File: src/rtl/alu_pkg.sv
// Shared definitions for the time-shared ALU arbiter: datapath width,
// ALU opcodes and the arbiter FSM encoding.
package alu_pkg;

  localparam int XLEN = 32;

  localparam logic [2:0] ALU_ADD = 3'b000;
  localparam logic [2:0] ALU_SUB = 3'b001;
  localparam logic [2:0] ALU_AND = 3'b010;
  localparam logic [2:0] ALU_OR  = 3'b011;
  localparam logic [2:0] ALU_XOR = 3'b100;
  localparam logic [2:0] ALU_SLT = 3'b101;

  typedef enum logic [1:0] {
    ST_IDLE = 2'd0,
    ST_EXEC = 2'd1,
    ST_RESP = 2'd2
  } state_t;

endpackage

File: src/rtl/alu.sv
// Shared combinational ALU: add/sub/and/or/xor/signed slt.
// Opcodes 110/111 are undefined and return zero.
module alu
  import alu_pkg::*;
(
  input  logic [XLEN-1:0] a,
  input  logic [XLEN-1:0] b,
  input  logic [2:0]      alu_control,
  output logic [XLEN-1:0] alu_result,
  output logic            zero
);

  always_comb begin
    alu_result = '0;
    case (alu_control)
      ALU_ADD: alu_result = a + b;
      ALU_SUB: alu_result = a - b;
      ALU_AND: alu_result = a & b;
      ALU_OR:  alu_result = a | b;
      ALU_XOR: alu_result = a ^ b;
      ALU_SLT: alu_result = {{(XLEN-1){1'b0}}, ($signed(a) < $signed(b))};
      default: alu_result = '0;
    endcase
  end

  assign zero = (alu_result == '0);

endmodule

File: src/rtl/rr_pick.sv
// Round-robin priority picker: first valid requester at or after ptr,
// wrapping modulo NREQ. Grant is one-hot, or zero when nothing is valid.
module rr_pick #(
  parameter int NREQ = 4,
  parameter int ID_W = $clog2(NREQ)
) (
  input  logic [NREQ-1:0] valid,
  input  logic [ID_W-1:0] ptr,
  output logic [NREQ-1:0] grant,
  output logic [ID_W-1:0] idx
);

  int  j;
  logic found;

  always_comb begin
    grant = '0;
    idx   = '0;
    found = 1'b0;
    j     = 0;
    for (int k = 0; k < NREQ; k++) begin
      j = int'(ptr) + k;
      if (j >= NREQ) j = j - NREQ;
      if (!found && valid[j]) begin
        found    = 1'b1;
        grant[j] = 1'b1;
        idx      = ID_W'(j);
      end
    end
  end

endmodule

File: src/rtl/alu_share_arbiter.sv
// Time-shares one ALU among NREQ requesters, round-robin, one operation
// in flight; results come back registered and tagged with the requester id.
//
//   state   | meaning
//   --------+-----------------------------------------------------------
//   ST_IDLE | offering a grant to the round-robin winner
//   ST_EXEC | ALU evaluating latched operands; result captured at edge
//   ST_RESP | result presented, waiting for rsp_ready
module alu_share_arbiter
  import alu_pkg::*;
#(
  parameter int NREQ = 4,
  parameter int ID_W = $clog2(NREQ)
) (
  input  logic                 clk,
  input  logic                 rst,
  input  logic [NREQ-1:0]      req_valid,
  output logic [NREQ-1:0]      req_ready,
  input  logic [NREQ*XLEN-1:0] req_a,
  input  logic [NREQ*XLEN-1:0] req_b,
  input  logic [NREQ*3-1:0]    req_op,
  output logic                 rsp_valid,
  input  logic                 rsp_ready,
  output logic [XLEN-1:0]      rsp_result,
  output logic                 rsp_zero,
  output logic [ID_W-1:0]      rsp_id,
  output logic                 rsp_illegal,
  output logic                 busy
);

  state_t          state, state_nxt;
  logic [ID_W-1:0] rr_ptr, pick_idx, id_q;
  logic [NREQ-1:0] pick_grant;
  logic [XLEN-1:0] a_q, b_q, alu_result;
  logic [2:0]      op_q;
  logic            alu_zero;
  logic            handshake;

  rr_pick #(.NREQ(NREQ), .ID_W(ID_W)) u_pick (
    .valid (req_valid),
    .ptr   (rr_ptr),
    .grant (pick_grant),
    .idx   (pick_idx)
  );

  // Driven only from latched operands so live buses cannot disturb EXEC.
  alu u_alu (
    .a           (a_q),
    .b           (b_q),
    .alu_control (op_q),
    .alu_result  (alu_result),
    .zero        (alu_zero)
  );

  always_comb begin
    state_nxt = state;
    req_ready = '0;
    case (state)
      ST_IDLE: begin
        if (!rst) req_ready = pick_grant;
        if (|req_ready) state_nxt = ST_EXEC;
      end
      ST_EXEC: state_nxt = ST_RESP;
      ST_RESP: if (rsp_ready) state_nxt = ST_IDLE;
      default: state_nxt = ST_IDLE;
    endcase
  end

  assign handshake = |(req_valid & req_ready);
  assign busy      = (state != ST_IDLE);

  always_ff @(posedge clk) begin
    if (rst) state <= ST_IDLE;
    else     state <= state_nxt;
  end

  always_ff @(posedge clk) begin
    if (rst) begin
      rr_ptr      <= '0;
      a_q         <= '0;
      b_q         <= '0;
      op_q        <= '0;
      id_q        <= '0;
      rsp_valid   <= 1'b0;
      rsp_result  <= '0;
      rsp_zero    <= 1'b0;
      rsp_id      <= '0;
      rsp_illegal <= 1'b0;
    end else begin
      if (state == ST_IDLE && handshake) begin
        a_q    <= req_a[int'(pick_idx)*XLEN +: XLEN];
        b_q    <= req_b[int'(pick_idx)*XLEN +: XLEN];
        op_q   <= req_op[int'(pick_idx)*3 +: 3];
        id_q   <= pick_idx;
        rr_ptr <= (pick_idx == ID_W'(NREQ-1)) ? '0 : pick_idx + 1'b1;
      end
      if (state == ST_EXEC) begin
        rsp_result  <= alu_result;
        rsp_zero    <= alu_zero;
        rsp_illegal <= (op_q >= 3'b110);
        rsp_id      <= id_q;
        rsp_valid   <= 1'b1;
      end
      if (state == ST_RESP && rsp_ready) rsp_valid <= 1'b0;
    end
  end

endmodule

File: config.mk
export PLATFORM = sky130hd
export DESIGN_NAME = alu_share_arbiter
export DESIGN_NICKNAME = d
export VERILOG_FILES = /design/src/rtl/alu_pkg.sv /design/src/rtl/alu.sv /design/src/rtl/rr_pick.sv /design/src/rtl/alu_share_arbiter.sv
export SDC_FILE = /design/constraint.sdc
export NUM_CORES = 1
export LEC_CHECK = 0
export BUFFER_PORTS_ARGS = -buffer_cell sky130_fd_sc_hd__buf_2
export CORE_MARGIN = 2
export CORE_UTILIZATION = 45
export DETAILED_ROUTE_END_ITERATION = 16
export PLACE_DENSITY = 0.76
export REMOVE_ABC_BUFFERS = 1
export SYNTH_ARGS = -nofsm -noshare
export SYNTH_HDL_FRONTEND = slang
export SYNTH_SLANG_ARGS = --single-unit
File: constraint.sdc
create_clock -name clk -period 3.8 [get_ports clk]
set_input_delay 0.38 -clock clk [delete_from_list [all_inputs] [get_ports clk]]
set_output_delay 0.38 -clock clk [all_outputs]
set_load 0.02 [all_outputs]
**Word-level counts from Yosys, hierarchy flattened**

Cells that the tools add are included.

- Muxes and demuxes: 43
- Shift operators: 3
- Add/subtract/negate cells: 10
- Reductions and logical operators: 20
- Bitwise operators: 7
- Multiply operators: 1
- Equal/unequal tests: 10
- $lt $le $gt $ge: 14

Operators by type and width:

| kind | count |
|---|---|
| variable part select 128 x 8 -> 32 bit | 2 |
| one-hot mux 32 bit (6 select lines) | 1 |
| greater-or-equal comparator 32 x 1 -> 1 bit (second input constant) | 4 |
| less-than comparator 32 x 4 -> 1 bit (second input constant) | 4 |
| two-way mux 32 bit | 4 |
| greater-or-equal comparator 32 x 4 -> 1 bit (second input constant) | 3 |
| subtractor 32 x 4 -> 32 bit (second input constant) | 3 |
| adder 32 bit | 1 |
| AND 32 bit | 1 |
| logical NOT 32 bit | 1 |
| less-than comparator 32 bit | 1 |
| OR 32 bit | 1 |
| subtractor 32 bit | 1 |
| XOR 32 bit | 1 |
| two-way mux 4 bit | 7 |
| two-way mux 1 bit | 15 |
| two-way mux 2 bit | 7 |
| OR 4 bit | 3 |
| variable part select 12 x 5 -> 3 bit | 1 |
| logical AND 1 bit | 9 |
| binary-select mux 1 bit (select 2 bit) | 4 |
| demux 1 bit (select 2 bit) | 4 |
| OR reduction 4 bit | 2 |
| adder 2 x 2 -> 3 bit (second input constant) | 2 |
| other kinds (20) | 26 |

- Register bits: 110
- Input port bits: 275

**Logic depth before layout (Yosys ltp)**

Gate-level depths: netlist of the first run.

- Word-level depth: 21
- Depth in mapped cells: 16
- Mapped depth without buffers: 15

**By module**

Synthesis of the first run repeated with hierarchy kept, for this count alone.

- Cell total of the unflattened synthesis: 1668
- Area, all modules: 12979.9 sq um

By module, submodules not included:

| module | instances | sequential area each (sq um) | area each (sq um) | cells an instance |
|---|---|---|---|---|
| alu_share_arbiter | 1 | 2202.1 | 6722.7 | 733 |
| alu | 1 | 0.0 | 5800.6 | 886 |
| rr_pick | 1 | 0.0 | 456.7 | 49 |

**Least setup slack after synthesis of the first run**

Ideal clock, no wire load.

- Kind: flip-flop to flip-flop
- Start: reg (tool-made name)
- End: reg b_q[0]
- Period minus slack after synthesis: 3533 ps
- Slack: 267 ps
- Arrival: 3405 ps
- Cell stages (with the launch flop): 16
- Data required time: 3672 ps
- Cell sequence: dfxtp_1 buf_2 inv_1 ha_1 buf_2 mux4_2 a211oi_1 a22oi_1 nor2_1 a221oi_1 nor2_1 a22oi_1 nand2_2 buf_4 mux2i_1 nor2_1

RTL lines:

| element | line | source |
|---|---|---|
| end signal, assigned | alu_share_arbiter.sv:92 | `b_q <= req_b[int'(pick_idx)*XLEN +: XLEN];` |
| end, declared | alu_share_arbiter.sv:34 | `logic [XLEN-1:0] a_q, b_q, alu_result;` |

**Final worst setup path of the first run**

- Start: reg a_q[13]
- End: reg rsp_zero

- Cells in the longest elaborated chain, start to end: 3

Ends and longest elaborated chain:

| element | line | source |
|---|---|---|
| start, declared | alu_share_arbiter.sv:34 |  |
| start signal, assigned | alu_share_arbiter.sv:91 | `a_q <= req_a[int'(pick_idx)*XLEN +: XLEN];` |
| subtractor 32 bit (tied with other cells) | alu.sv:17 | `ALU_SUB: alu_result = a - b;` |
| one-hot mux 32 bit (6 select lines) * | alu.sv:15 | `case (alu_control)` |
| logical NOT 32 bit * | alu.sv:26 | `assign zero = (alu_result == '0);` |
| end signal, assigned | alu_share_arbiter.sv:99 | `rsp_zero <= alu_zero;` |
| end, declared | alu_share_arbiter.sv:25 | `output logic rsp_zero,` |

Every way passes the cells marked *; elsewhere a longest branch is shown, timed or not.
A chain may end at the register's enable or synchronous reset.

==> results of run 1 <==
## registers in the layout (all words and copies together) (netlist names), 2 cells and up, named ones only
register	flops
id_q	2
rsp_id	2
a_q	32
b_q	32
rsp_result	32
op_q	3
state	2
## timing repair
item                                    in CTS  in global routing
pin swaps                                   13                 12
resized for setup                           21                 35
setup buffers                                3                  1
endpoints found under the setup margin       1                 76
## power by group through the flow
| stage | clock network, W | registers, W | logic [W] |
|---|---|---|---|
| after floorplan | 0 | 0.00208 | 0.00762 |
| after global placement | 0 | 0.00190 | 0.0126 |
| after detailed placement | 0 | 0.00193 | 0.0127 |
| after CTS | 0.00104 | 0.00190 | 0.0131 |
| after global routing | 0.00107 | 0.00197 | 0.0148 |
| final | 0.00102 | 0.00190 | 0.0138 |
## per-stage QoR
step	setup TNS, ns	util [%]
2_1_floorplan	-314.39	-
3_3_place_gp	-0.00323	55.7
3_5_place_dp	-0.0459	55.7
4_1_cts	0	57.4
5_1_grt	-0.0920	58.1
6_report	0	58.2
## metal layers
metal	global-route usage, %	up-vias	routed length [um]	part of all wire (%)
met4	7.90	0	750	1.9
li1	-	5875	-	-
met1	37.5	5908	17300	44
met2	47.1	544	19000	48
met3	3.17	65	2600	6.6
met5	0	-	0	0
## layout make-up
| cell class | count | area, um2 |
|---|---|---|
| Antenna cell | 1 | 2.50 |
| Timing Repair Buffer | 476 | 2900 |
| Fill cell | 2352 | 10800 |
| Clock buffer | 12 | 256 |
| Sequential cell | 110 | 2210 |
| Inverter | 101 | 379 |
| Multi-Input combinational cell | 1066 | 8810 |
| Tap cell | 335 | 419 |
| Clock inverter | 4 | 53.8 |
## final timing paths
path	start	end	slack [ns]	cells after the start
hold / removal	rsp_ready	state[1]$_SDFFE_PP0P_	0.31	3
setup reg to reg	a_q[13]$_SDFFE_PP0P_	rsp_zero$_SDFFE_PP0N_	0.16	14
setup / recovery	a_q[13]$_SDFFE_PP0P_	rsp_zero$_SDFFE_PP0N_	0.16	14
hold reg to reg	id_q[1]$_SDFFE_PP0P_	rsp_id[1]$_SDFFE_PP0N_	0.45	2
## cell families after synthesis
| family | count (synthesis) | share of synthesized area (%) |
|---|---|---|
| AOI/OAI and AO/OA | 403 | 23.8 |
| xor gates and xnor gates | 8 | 0.595 |
| adders and majority gates | 109 | 11.7 |
| buffers and inverters | 202 | 9.18 |
| DFF | 110 | 18.7 |
| muxes | 153 | 20.3 |
| and+or+nand+nor | 393 | 15.7 |
## cell usage in the layout (no fill, tap or decap), types with 28 or more instances in the layout
| cell | synthesis | final |
|---|---|---|
| a21oi_1 | 125 | 121 |
| buf_2 | 15 | 315 |
| buf_4 | 8 | 152 |
| dfxtp_1 | 110 | 107 |
| ha_1 | 107 | 96 |
| inv_1 | 100 | 100 |
| mux2i_1 | 81 | 81 |
| mux4_2 | 68 | 68 |
| nand2_1 | 79 | 79 |
| nor2_1 | 178 | 176 |
| nor3_1 | 29 | 28 |
| o21ai_0 | 48 | 43 |
## worst max-delay path, stage by stage (launching register included)
cell and delay [ns]:
dfxtp_1 0.39, inv_1 0.06, ha_1 0.38, inv_1 0.13, a21oi_1 0.30, o31ai_1 0.17, a31oi_2 0.32, a31oi_1 0.17
buf_4 0.19, a21bo_2 0.21, a221oi_2 0.27, mux2i_1 0.26, o211ai_1 0.13, or2_2 0.32, o32ai_2 0.23
==> impl_results.md, run 1 <==
* Outcome: complete, no violations
* Setup violators final at 0
* Total GRT Usage at 27.8%
* Fmax achieved at 275 MHz
* P_int at 0.00835 W
* Leak at 6.45 nW
* Clk pin slew, worst setup/hold paths at 0.08 ns
* Design Power at 0.0167 W
* VDD IR max at 865 uV
* Cell area after layout at 0.0150 mm2
* Slew @ Worst Pin at 0.882 ns
* PwrDens at 1110 mW/mm2
* Kind of critical path: flip-flop to flip-flop
* CTS Buf Count at 9
* Crit path launch type: flip-flop
* Largest area contributor in the netlist: dfxtp_1
* Grt ovf at 0
* Total iterations of the first detailed-routing run at 7
* ANT nets after route at 0
* Post-synthesis cell area at 0.0118 mm2
* Gate power share at 82.5%
* Most common cell in the netlist: nor2_1
* Initial Util at 45.6%
* CTS tree: yes
* WHS at 0.307 ns
* Row count at 59
* CTS Sinks at 110
* Async set or reset register ratio after synthesis at 0%
* Net Switching at 0.00835 W
* Post-synth EDFFs at 0
* Yosys warns at 0
* Max Fanout on Critical Path at 6
* I/O pin total at 317
* Share of cells above drive strength 1 at 37.1%
* # hold bufs at CTS at 0
* Detailed Place HPWL at 31800 um
* Vias at 12400
* Mean Syn Cell Area at 8.54 um2
* Initial antenna violation count at 0
* Die Y at 166 um
* Placed Cells at 2084
* Via-to-Cell Ratio at 5.89
* CP arrival at 3.91 ns
* Gate Count Post-Synth at 1378
* Final period util at 95.7%
* Final hold violation count at 0
* Setup ws final at 0.164 ns
* Nets at 2148
* Die area at 0.0275 mm2
* Clock latency on the worst-skew pair at 0.37 ns
* Worst relative slew slack at 40.7%
* First-pass GRT wire length at 62700 um
* Drt initial violations at 1113
* Synth area leaders: dfxtp_1, mux4_2, ha_1
* Slew Viols, Final at 0
* Worst Hold Class: primary input to flip-flop
* Die X at 166 um
* Synth top area share at 18.7%
* Seq pwr share at 11.4%
* Crit path time final at 3.64 ns
* Setup crit end kind: flip-flop
* Final Skew at 0.0109 ns
* Count of different cell masters after synthesis at 97
* Synth Register Bits at 110
* Dominant synthesized flop cell: dfxtp_1
* Switching part of the total power at 50.0%
* Final GP Congestion at 1.02
* Area of the core at 0.0258 mm2
* # Max-Cap Violations at 0
* Largest net degree at the start of global routing at 57
* H-Tree Depth at 3
* Vias in the first global route at 12000
* Bufs on Longest Clock Path at 2
* Total Wirelength at 39600 um
* Drt drc at 0
* CP required at 4.08 ns
* Avg WL per Cell at 18.8 um
* Area Overhead vs Synth at 27.6%
* Register area share after synthesis at 18.7%
* CTS root buf: clkbuf_16
* Final cell count without fillers at 2105
* PortBufs at 316
* Placed inst area at 0.0144 mm2
* Clock power frac at 6.1%
* Post-synth top cells: nor2_1, a21oi_1, dfxtp_1, ha_1, inv_1
* Post-Place Worst Slack at -0.0459 ns
(Power assumes the default switching activity.)
==> run 2: changes to the inputs <==
CORE_MARGIN = default   (was 2)
GPL_TIMING_DRIVEN = 0   (was default)
clock period = 3.9 ns   (was 3.8 ns; I/O delays follow)
==> run 2 against run 1 <==
Final cell count fell by 6.2%; largest power group unchanged; setup slack got worse by 0.083 ns; non-clock buffer count fell by 126; via count fell by 3.6%; utilization fell by 1.9 points; clock skew rose by 0.0038 ns.
==> impl_results.md, run 2 (synthesis results as in run 1) <==
* Avg WL per Cell at 19.3 um (+2.7%)
* Register-to-register path setup slack at 0.08 ns (-0.08 ns)
* Drt drc at 0 (unchanged)
* Share of cells above drive strength 1 at 33.1% (-4.1 points)
* Vias in the first global route at 11400 (-5.3%)
* Most frequent cells in the layout: buf_2, nor2_1, a21oi_1
* Clk pin slew, worst setup/hold paths at 0.08 ns (about the same)
* Hold path cells at 3 (unchanged)
* Bufs on Longest Clock Path at 2 (unchanged)
* FF-to-FF End: rsp_zero$_SDFFE_PP0N_
* Crit path time final at 3.82 ns (+0.183 ns)
* CTS Sinks at 110 (unchanged)
* Kind of critical path: flip-flop to flip-flop
* Setup ws final at 0.0812 ns (-0.0829 ns)
* Setup crit end kind: flip-flop
* Nets at 2024 (-5.8%)
* First-pass GRT wire length at 58500 um (-6.6%)
* Worst R2R Start: a_q[18]$_SDFFE_PP0P_
* # hold bufs at CTS at 0 (unchanged)
* Post-Route Utilization at 56.2% (-1.9 points)
* Final period util at 97.9% (+2.2 points)
* Reg2reg path depth at 12 (-2)
* Grt ovf at 0 (unchanged)
* CTS Buf Count at 9 (unchanged)
* Leak at 5.86 nW (-9.1%)
* H-Tree Depth at 3 (unchanged)
* Die X at 164 um (-1.2%)
* Detailed Place HPWL at 28300 um (-11%)
* Area of the core at 0.0254 mm2 (-1.7%)
* I/O pin total at 317 (unchanged)
* Hold-critical path endpoint: state[1]$_SDFFE_PP0P_
* CTS tree: yes
* Post-Place Worst Slack at -0.421 ns (-0.375 ns)
* # Max-Cap Violations at 0 (unchanged)
* Total GRT Usage at 27.5% (-0.35 points)
* Crit path launch type: flip-flop
* VDD IR max at 406 uV (-53%)
* Total iterations of the first detailed-routing run at 5 (-2)
* PortBufs at 316 (unchanged)
* Hold Crit Start: rsp_ready
* Fmax achieved at 262 MHz (-4.8%)
* CP arrival at 4.11 ns (+0.20 ns)
* Largest net degree at the start of global routing at 90 (+58%)
* ANT cells at 0 (-1)
* Die area at 0.0268 mm2 (-2.4%)
* Top flop regs: a_q x32, b_q x32, rsp_result x32
* Row count at 58 (-1.7%)
* CTS root buf: clkbuf_16
* Cell area after layout at 0.0143 mm2 (-5.0%)
* Worst Hold Class: primary input to flip-flop
* PwrDens at 1050 mW/mm2 (-5.6%)
* ANT nets after route at 0 (unchanged)
* Outcome: complete, no violations
* Worst relative slew slack at 8.23% (-32 points)
* Area Overhead vs Synth at 21.3%
* Max Fanout on Critical Path at 8 (+2)
* Final hold violation count at 0 (unchanged)
* CP required at 4.19 ns (+0.11 ns)
* Via-to-Cell Ratio at 6.05 (+2.8%)
* Die Y at 164 um (-1.2%)
* Initial antenna violation count at 0 (unchanged)
* Vias at 12000 (-3.6%)
* Final Skew at 0.0147 ns (+0.00378 ns)
* Final GP Congestion at 0.915 (-11%)
* WHS at 0.320 ns (+0.0128 ns)
* Slew Viols, Final at 0 (unchanged)
* Drt initial violations at 973 (-13%)
* Slew @ Worst Pin at 1.38 ns (+0.495 ns)
* Initial Util at 46.3% (+0.79 points)
* Setup violators final at 0 (unchanged)
* Total Wirelength at 38200 um (-3.7%)
* Commonest non-fill, non-tap cell in the layout: buf_2
* Clock latency on the worst-skew pair at 0.38 ns (about the same)
* Placed inst area at 0.0134 mm2 (-6.9%)
## run 2: cell types whose count changed in the layout (fill, tap and decap cells not counted), moves of 3 or more
cell and delta:
buf_16 +3, buf_8 +5, buf_12 -3, dfxtp_1 -4, o21ai_1 -3, ha_1 -5, buf_4 -133, ha_4 +3
## run 2: worst max-delay path by stage
stage | startpoint | to | slack (ns)
final | a_q[18]$_SDFFE_PP0P_ | rsp_zero$_SDFFE_PP0N_ | 0.08
after global routing | b_q[0]$_SDFFE_PP0P_ | rsp_zero$_SDFFE_PP0N_ | -0.02
after CTS | flip-flop | a_q[15]$_SDFFE_PP0P_ | -0.006
after detailed placement | flip-flop | a_q[15]$_SDFFE_PP0P_ | -0.42
after global placement | flip-flop | a_q[21]$_SDFFE_PP0P_ | -6.75
after floorplan | flip-flop | a_q[0]$_SDFFE_PP0P_ | -4.29
## run 2: repair_timing
| action | CTS | global route |
|---|---|---|
| setup buffers | 4 | 15 |
| cloned | 1 | 2 |
| setup endpoints to repair | 75 | 75 |
| pin swaps | 4 | 16 |
| resized for setup | 17 | 61 |
## run 2: final cells by class
type | instances | area, um2
fillers | 2365 | 11100
clock inverters | 6 | 100
inverters | 101 | 379
well taps | 330 | 413
repair buffers | 350 | 2030
clock buffers | 10 | 229
multi-input cells | 1068 | 8910
flip-flops and latches | 110 | 2220
## run 2: where the power goes
group	total [W]	switching, W	leakage (nW)	internal (W)
registers	0.00203	0.000490	0.901	0.00154
logic	0.0119	0.00685	4.80	0.00503
clock network	0.00107	0.000487	0.162	0.000579
total	0.0150	0.00783	5.86	0.00715
## run 2: critical path, stage by stage, from the launching register on
cell and delay (ns):
dfxtp_1 0.38, inv_1 0.06, ha_1 0.40, inv_1 0.25, nand2_1 0.22, nor4_1 0.44
o21ai_2 0.19, a31oi_2 0.39, a41oi_1 0.33, a211oi_1 0.35, o21ai_0 0.21, or2_2 0.33
o32ai_2 0.19
## run 2: layer usage
metal | track usage [%] | up-vias | part of all wire, %
li1 | - | 5642 | -
met1 | 36.9 | 5732 | 44
met2 | 45.9 | 518 | 47
met3 | 3.33 | 59 | 6.9
met4 | 8.16 | 0 | 2.4
met5 | 0 | - | 0
## run 2: through the flow
step | power (W) | std cells | TNS (ns)
2_1_floorplan | 0.00951 | 1277 | -305.29
3_3_place_gp | 0.0119 | 1923 | -531.88
3_5_place_dp | 0.0126 | 1937 | -18.99
4_1_cts | 0.0139 | 1958 | -0.0111
5_1_grt | 0.0160 | 1975 | -0.0182
6_report | 0.0150 | 1975 | 0
==> run 3: changes to the inputs <==
PLACE_DENSITY = 0.69   (was 0.76)
==> run 3 against run 2 <==
Maximum frequency fell by 0.58%; flip-flop and latch count is the same; clock power fell by 7%; total power hardly changed; critical path type unchanged.
==> impl_results.md, run 3 (synthesis results as in run 1) <==
* Outcome: complete, no violations
* Top Metal Used: met4
* Final period util at 98.5% (+0.57 points)
* Slew @ Worst Pin at 1.36 ns (-0.0204 ns)
* First-pass GRT wire length at 57100 um (-2.5%)
* Met3 wire length at 2530 um (-4.1%)
* Final hold violation count at 0 (unchanged)
* Kind of critical path: flip-flop to flip-flop
* Worst path bufs/invs at 1 (-1)
* CP required at 4.19 ns (about the same)
* Final GP Congestion at 0.954 (+4.3%)
* Slowest cell on crit path: dfxtp_1
* PortBufs at 316 (unchanged)
* Clk pin slew, worst setup/hold paths at 0.08 ns (about the same)
* CTS tree: yes
* Die X at 164 um (unchanged)
* Drt drc at 0 (unchanged)
* Share of cells above drive strength 1 at 32.9% (-0.18 points)
* CTS root buf: clkbuf_16
* Total GRT Usage at 26.8% (-0.63 points)
* Drt initial violations at 965 (-0.82%)
* Commonest non-fill, non-tap cell in the layout: buf_2
* Worst relative slew slack at 9.59% (+1.4 points)
* CTS Sinks at 110 (unchanged)
* Critical path cell sequence: inv_1 > ha_4 > nor4_1 > o31ai_1 > a21oi_1 > o211ai_1 > and4b_2 > a311o_2 > a31oi_2 > nand3_1 > nor4_2 > nand4b_1 > o32ai_2
* Setup crit end kind: flip-flop
* ANT cells at 0 (unchanged)
* Crit path time final at 3.84 ns (+0.0223 ns)
* Via-to-Cell Ratio at 6.06 (about the same)
* Fillcell total at 2414 (+2.1%)
* Detailed Place HPWL at 27700 um (-2.3%)
* ANT nets after route at 0 (unchanged)
* Vias in the first global route at 10900 (-3.9%)
* Row count at 58 (unchanged)
* Max Fanout on Critical Path at 11 (+3)
* Fmax achieved at 260 MHz (-0.58%)
* Worst Hold Class: primary input to flip-flop
* Met2 wire length at 17700 um (-1.8%)
* CP max stage delay at 0.41 ns (-0.03 ns)
* Setup violators final at 0 (unchanged)
* Die Y at 164 um (unchanged)
* Post-Route Utilization at 56.1% (-0.069 points)
* Die area at 0.0268 mm2 (unchanged)
* Leak at 5.85 nW (-0.21%)
* Post-Route M1 WL at 17100 um (+2.4%)
* Bufs on Longest Clock Path at 2 (unchanged)
* Grt ovf at 0 (unchanged)
* CTS Buf Count at 9 (unchanged)
* I/O pin total at 317 (unchanged)
* Area of the core at 0.0254 mm2 (unchanged)
* Hold path cells at 3 (unchanged)
* CP arrival at 4.13 ns (+0.02 ns)
* WHS at 0.292 ns (-0.0272 ns)
* Initial Util at 46.3% (unchanged)
* Top flop regs: a_q x32, b_q x32, rsp_result x32
* Crit path launch type: flip-flop
* Total Wirelength at 38000 um (-0.45%)
* Nets at 2024 (unchanged)
* VDD IR max at 765 uV (+88%)
* Initial antenna violation count at 0 (unchanged)
* Most frequent cells in the layout: buf_2, nor2_1, a21oi_1
* PwrDens at 1050 mW/mm2 (about the same)
* # Max-Cap Violations at 0 (unchanged)
* H-Tree Depth at 3 (unchanged)
* Final Skew at 0.00838 ns (-0.00633 ns)
* Slew Viols, Final at 0 (unchanged)
* Clock latency on the worst-skew pair at 0.37 ns (about the same)
* Worst path depth at 13 (+1)
* Total iterations of the first detailed-routing run at 5 (unchanged)
* Reg2reg path depth at 13 (+1)
* Area Overhead vs Synth at 21.1%
* Critical path's top delay family: compound AO/OA/AOI/OAI gates
* Largest net degree at the start of global routing at 91 (+1.1%)
* Avg WL per Cell at 19.3 um (-0.45%)
* Vias at 12000 (+0.067%)
[run 3: cell types whose count changed in the layout (fill, tap and decap cells not counted), moves of 3 or more]
cell / delta
dfxtp_1: -3
dfxtp_2: +3
ha_2: -3
buf_12: +3
ha_4: +4
[run 3: per-layer routing]
| metal | GRT usage [%] | vias up |
|---|---|---|
| li1 | - | 5634 |
| met4 | 7.41 | 0 |
| met1 | 36.1 | 5728 |
| met3 | 3.01 | 57 |
| met2 | 45.2 | 540 |
| met5 | 0 | - |
[run 3: worst min-delay path, stage by stage]
cell     delay (ns)
buf_2          0.08
or3b_2         0.10
a21oi_1        0.05
[run 3: area by class of cell]
| type | instances | area (um2) | share of cell area (%) |
|---|---|---|---|
| Timing Repair Buffer | 350 | 2020 | 14.2 |
| Clock buffer | 11 | 264 | 1.85 |
| Multi-Input combinational cell | 1068 | 8910 | 62.5 |
| Sequential cell | 110 | 2220 | 15.6 |
| Clock inverter | 5 | 45.0 | 0.316 |
| Inverter | 101 | 379 | 2.66 |
| Tap cell | 330 | 413 | 2.90 |
[run 3: path summary, 6_finish.rpt]
| path | start | end | slack, ns |
|---|---|---|---|
| setup / recovery | a_q[9]$_SDFFE_PP0P_ | rsp_zero$_SDFFE_PP0N_ | 0.06 |
| setup reg to reg | a_q[9]$_SDFFE_PP0P_ | rsp_zero$_SDFFE_PP0N_ | 0.06 |
| hold reg to reg | rsp_result[25]$_SDFFE_PP0N_ | rsp_result[25]$_SDFFE_PP0N_ | 0.45 |
| hold / removal | rsp_ready | state[1]$_SDFFE_PP0P_ | 0.29 |
[run 3: where the power goes]
group / leakage (nW) / switching, W / total, W / internal [W]
Sequential: 0.902 / 0.000493 / 0.00204 / 0.00154
Combinational: 4.79 / 0.00681 / 0.0119 / 0.00512
Clock: 0.155 / 0.000497 / 0.00100 / 0.000504
[run 3: repair_timing]
action / CTS / global route
hold buffers: 0 / 0
gates resized for setup: 15 / 63
buffers inserted: 8 / 11
setup endpoints to repair: 75 / 66
hold endpoints to repair: 0 / 0
pin swaps: 5 / 14
cloned: 2 / 1
[run 3: through the flow]
stage	total power (W)	setup WS (ns)	instance area (um2)	cells	TNS, ns
after floorplan	0.00951	-4.29	11100	1277	-305.29
after global placement	0.0114	-6.84	13100	1923	-535.04
after detailed placement	0.0126	-0.443	13400	1937	-18.41
after CTS	0.0139	-0.00661	13800	1963	-0.00661
after global routing	0.0160	-0.0204	14300	1975	-0.0204
final	0.0150	0.0589	14300	1975	0
